File: config.mk
export PLATFORM = sky130hd
export DESIGN_NAME = xnorpop_stream_ctrl
export DESIGN_NICKNAME = d
export VERILOG_FILES = /design/src/rtl/xnorpop_pkg.sv /design/src/rtl/XNORPop.sv /design/src/rtl/xnorpop_stream_ctrl.sv
export SDC_FILE = /design/constraint.sdc
export NUM_CORES = 2
export LEC_CHECK = 0
export CORE_ASPECT_RATIO = 0.75
export CORE_MARGIN = 2
export CORE_UTILIZATION = 40
export DETAILED_ROUTE_END_ITERATION = 16
export PLACE_DENSITY = 0.53
export SLEW_MARGIN = 5
export SYNTH_ARGS = -nofsm -noshare
export SYNTH_HDL_FRONTEND = slang
export SYNTH_HIERARCHICAL = 1
export SYNTH_SLANG_ARGS = --single-unit
File: constraint.sdc
create_clock -name clk -period 64.6 [get_ports clk]
set_input_delay 19.38 -clock clk [delete_from_list [all_inputs] [get_ports clk]]
set_output_delay 19.38 -clock clk [all_outputs]
set_load 0.01 [all_outputs]
File: src/rtl/xnorpop_pkg.sv
// Shared definitions for the XNOR-popcount stream controller and datapath:
// sequencer state encoding and result-width derivation.
package xnorpop_pkg;

  typedef enum logic [1:0] {
    IDLE = 2'd0,
    FILL = 2'd1,
    EVAL = 2'd2
  } state_t;

  // Width of the popcount result; majority mode counts pop_size/3 groups.
  function automatic int unsigned result_size_f(input int unsigned pop_size, input bit majority);
    int unsigned n;
    n = majority ? (pop_size / 3) : pop_size;
    return (n > 1) ? 32'($clog2(n)) : 32'd1;
  endfunction

endpackage

File: src/rtl/XNORPop.sv
// Combinational XNOR popcount; in majority mode each consecutive bit triple
// contributes one count when at least two of its bits match.
module XNORPop
  import xnorpop_pkg::*;
#(
  parameter bit          Majority_enable = 1'b0,
  parameter int unsigned pop_size        = 576,
  localparam int unsigned result_size    = result_size_f(pop_size, Majority_enable)
) (
  input  logic [pop_size-1:0]    a,
  input  logic [pop_size-1:0]    w,
  output logic [result_size-1:0] pop
);

  logic [pop_size-1:0] xn;

  assign xn = ~(a ^ w);

  always_comb begin
    int unsigned acc;
    int unsigned grp;
    acc = 0;
    grp = 0;
    if (Majority_enable) begin
      for (int g = 0; g < int'(pop_size / 3); g++) begin
        grp = 32'(xn[3*g]) + 32'(xn[3*g+1]) + 32'(xn[3*g+2]);
        if (grp >= 2) acc = acc + 1;
      end
    end else begin
      for (int i = 0; i < int'(pop_size); i++) acc = acc + 32'(xn[i]);
    end
    pop = result_size'(acc);
  end

endmodule

File: src/rtl/xnorpop_stream_ctrl.sv
// Bit-serial front end for XNORPop: assembles frames from a valid/ready bit
// stream, evaluates once per frame and hands the result downstream.
module xnorpop_stream_ctrl
  import xnorpop_pkg::*;
#(
  parameter bit          Majority_enable = 1'b0,
  parameter int unsigned pop_size        = 576,
  localparam int unsigned result_size    = result_size_f(pop_size, Majority_enable),
  localparam int unsigned cnt_w          = (pop_size > 1) ? $clog2(pop_size) : 1
) (
  input  logic                   clk,
  input  logic                   reset,
  input  logic                   in_valid,
  output logic                   in_ready,
  input  logic                   a,
  input  logic                   w,
  input  logic                   flush,
  output logic                   pop_valid,
  input  logic                   pop_ready,
  output logic [result_size-1:0] pop,
  output logic [15:0]            frame_cnt,
  output logic                   busy
);

  localparam logic [cnt_w-1:0] cnt_last = cnt_w'(pop_size - 1);

  state_t                 state;
  logic [cnt_w-1:0]       cnt;
  logic [pop_size-1:0]    a_reg;
  logic [pop_size-1:0]    w_reg;
  logic [result_size-1:0] pop_c;
  logic                   accept;

  // Only the frame-completing bit waits on a pending result, so EVAL never
  // overwrites an undelivered pop.
  assign in_ready = (state != EVAL) && !((cnt == cnt_last) && pop_valid) && !flush;
  assign accept   = in_valid && in_ready;
  assign busy     = (state != IDLE) || pop_valid;

  XNORPop #(
    .Majority_enable(Majority_enable),
    .pop_size       (pop_size)
  ) u_xnorpop (
    .a  (a_reg),
    .w  (w_reg),
    .pop(pop_c)
  );

  always_ff @(posedge clk or posedge reset) begin
    if (reset) begin
      state     <= IDLE;
      cnt       <= '0;
      a_reg     <= '0;
      w_reg     <= '0;
      pop       <= '0;
      pop_valid <= 1'b0;
      frame_cnt <= '0;
    end else begin
      if (pop_valid && pop_ready) begin
        pop_valid <= 1'b0;
        frame_cnt <= frame_cnt + 16'd1;
      end
      case (state)
        IDLE, FILL: begin
          if (flush) begin
            cnt   <= '0;
            state <= IDLE;
          end else if (accept) begin
            a_reg <= pop_size'({a_reg, a});
            w_reg <= pop_size'({w_reg, w});
            if (cnt == cnt_last) begin
              cnt   <= '0;
              state <= EVAL;
            end else begin
              cnt   <= cnt + cnt_w'(1);
              state <= FILL;
            end
          end
        end
        EVAL: begin
          pop       <= pop_c;
          pop_valid <= 1'b1;
          state     <= IDLE;
        end
        default: state <= IDLE;
      endcase
    end
  end

endmodule

==> results.yml <==
synthesis:
  synth_edf_count: 0
  synth-seq-area-share: 0.459
  ys_warn_count: 6
  netlist_area_um2: 65000
  ys_async_sr_fraction: 1.00
  netlist_instances: 4392
  syn_area_per_cell_um2: 14.8
  synth-seq-cells: 1191
  synth_nets: 5031
  synth_flop_cell: "dfrtp_1"
  ys_types: 50
setup_path:
  rrSetupSlack_ns: 54.23
  worstSetupPathType: "input port to primary output"
  crit_end: "in_ready"
  cp_max_fo: 8
  cp_cell_sequence: "clkdlybuf4s50_1 -> nor3_1 -> clkdlybuf4s50_1"
  reg2reg_depth: 26
  path_delay_family: "buffers and inverters"
  startpoint_type: "input port"
  cp.required_ns: 45.22
  path_buf_inv: 2
  critical_path.slowest_cell: "clkdlybuf4s50_1"
  crit_path_start: "flush"
  worst_setup_path_end_kind: "primary output"
  r2r_start: "a_reg[363]$_DFFE_PP0P_"
  path_depth: 3
  cpMostUsedCell: "clkdlybuf4s50_1"
  critPathArrivalTime_ns: 20.77
  worst_path_largest_cell_delay_ns: 0.58
  r2r_end: "pop[9]$_DFFE_PP0P_"
floorplan:
  start_util: 0.402
  die_w_um: 469
  coreArea_um2: 162000
  pin_count: 36
  dieArea_um2: 166000
  rows: 128
  dieHeight_um: 353
routing:
  drcViolationCount: 0
  avgRoutedWirePerCell_um: 20.4
  ant_nets: 0
  vias: 31500
  drt_iter0_markers: 2044
  via_per_inst: 4.70
  dr.pass1.iters: 7
  postRouteWirelength_um: 137000
layout:
  area_growth_pct: 8.90
  finish.net_count: 5097
  fin_util: 0.437
  final_common_cell: "dfrtp_1"
  drive_gt1_frac: 0.155
  fin_area_um2: 70700
  final_cell_mix: "dfrtp_1 (1191), mux2_1 (700), inv_1 (562)"
placed_design:
  numPortBuffers: 35
  gp_congestion: 0.828
  place_area_um2: 66300
  dp_hpwl_um: 102000
sta:
  hold_viol_final: 0
  worstMarginPinSlew_ns: 1.21
  max_freq_mhz: 24.9
  slew_headroom: 0.187
  finalCritPeriodShare: 0.622
  totalNegativeSetupSlack_ns: 0
  maxSlewViolCount: 0
  min_period_ns: 40.15
  rsz0062_at_grt: "false"
  clock_skew_ns: 0.0243
  finalSetupViolCount: 0
cts:
  clkTransAtPathRegs_ns: 0.06
  cts_resized: 0
  cts_tree: "yes"
  clk_latency_ns: 0.77
  numCtsBuffers: 130
  clock-sinks: 1191
  cts-root-buf: "clkbuf_16"
  cts_htree_levels: 4
  post_cts_buffers: 0
  ctsLongestPathBuffers: 3
  ctsHoldBuffers: 0
global_route:
  grt_pass1_vias: 34200
  antenna_found_initial: 4
  overflow: 0
  grt_use_total: 0.172
  grt_max_degree: 176
  grt_pass1_wl_um: 215000
job:
  max_cap_viol_count: 0
min_path:
  hold_path.class: "flip-flop to flip-flop"
outcome:
  status: "finished clean"
-- metal layers --
metal	global-route usage	vias to the layer above	part of all wire
li1	-	14300	-
met1	0.286	16600	0.55
met2	0.221	367	0.39
met3	0.0345	153	0.045
met4	0.0440	2	0.018
met5	0	-	0.000081
-- through the flow --
stage                     std cells  worst slack [ns]  hold slack [ns]
after floorplan                4392             11.67            0.464
after global placement         6471             24.41            0.465
after detailed placement       6471             24.49            0.463
after CTS                      6700             24.47            0.483
after global routing           6701             24.41            0.519
final                          6703             24.45            0.484
-- cells by family after synthesis --
logic type,after synthesis,share of synthesized area
adder cells (fa/ha/maj),632,0.186
buffers and inverters,694,0.0622
AND/OR/NAND/NOR,74,0.00613
multiplexers,1165,0.202
flip-flops,1191,0.459
XOR/XNOR,596,0.0804
AO/OA/AOI/OAI,40,0.00420
-- final cells by class --
cell class | instances | area [um2]
Multi-Input combinational cell | 2507 | 31100
Fill cell | 14800 | 91000
Sequential cell | 1191 | 29800
Inverter | 563 | 2120
Tap cell | 2145 | 2680
Clock buffer | 193 | 3970
Antenna cell | 3 | 7.51
Clock inverter | 36 | 417
Timing Repair Buffer | 65 | 613
-- how the worst min path moves through the flow --
stage                                    from                         to  slack (ns)  depth (start not counted)
global route               pop[8]$_DFFE_PP0P_         pop[8]$_DFFE_PP0P_        0.52                          1
detailed placement  frame_cnt[15]$_DFFE_PP0P_  frame_cnt[15]$_DFFE_PP0P_        0.46                          1
finish              frame_cnt[15]$_DFFE_PP0P_  frame_cnt[15]$_DFFE_PP0P_        0.48                          1
floorplan                state[0]$_DFFE_PP0P_      pop_valid$_DFFE_PP0P_        0.46                          1
global placement    frame_cnt[15]$_DFFE_PP0P_  frame_cnt[15]$_DFFE_PP0P_        0.46                          1
CTS                 frame_cnt[15]$_DFFE_PP0P_  frame_cnt[15]$_DFFE_PP0P_        0.48                          1
-- cells in the mapped netlist (2+ instances only) --
master       n  share of area
nand4_1      7        0.00067
fa_1       559           0.17
buf_12      77          0.024
buf_2        6        0.00046
or3_1        2        0.00019
o21ai_0      9        0.00069
nor2_1       9        0.00052
mux2_2     464          0.080
or4_1        3        0.00035
a21o_1       3        0.00035
xor2_1     321          0.043
xnor2_1    275          0.037
nand3_1      9        0.00069
ha_1        73          0.014
buf_4       44         0.0051
inv_1      563          0.033
nor3_1       9        0.00069
dfrtp_1   1191           0.46
nand2_1     16        0.00092
mux2_1     700           0.12
and2_1       2        0.00019
and3_1       4        0.00039
o22ai_1      2        0.00019
clkbuf_1     2        0.00012
a21boi_0     2        0.00023
a21oi_1     10        0.00077
nor4_1       2        0.00019
nand2b_1     3        0.00029
a31oi_1      4        0.00039
Power is left out: the tool's default activity adds up to more than one toggle a clock period on the data nets, which glitch-free logic cannot reach.
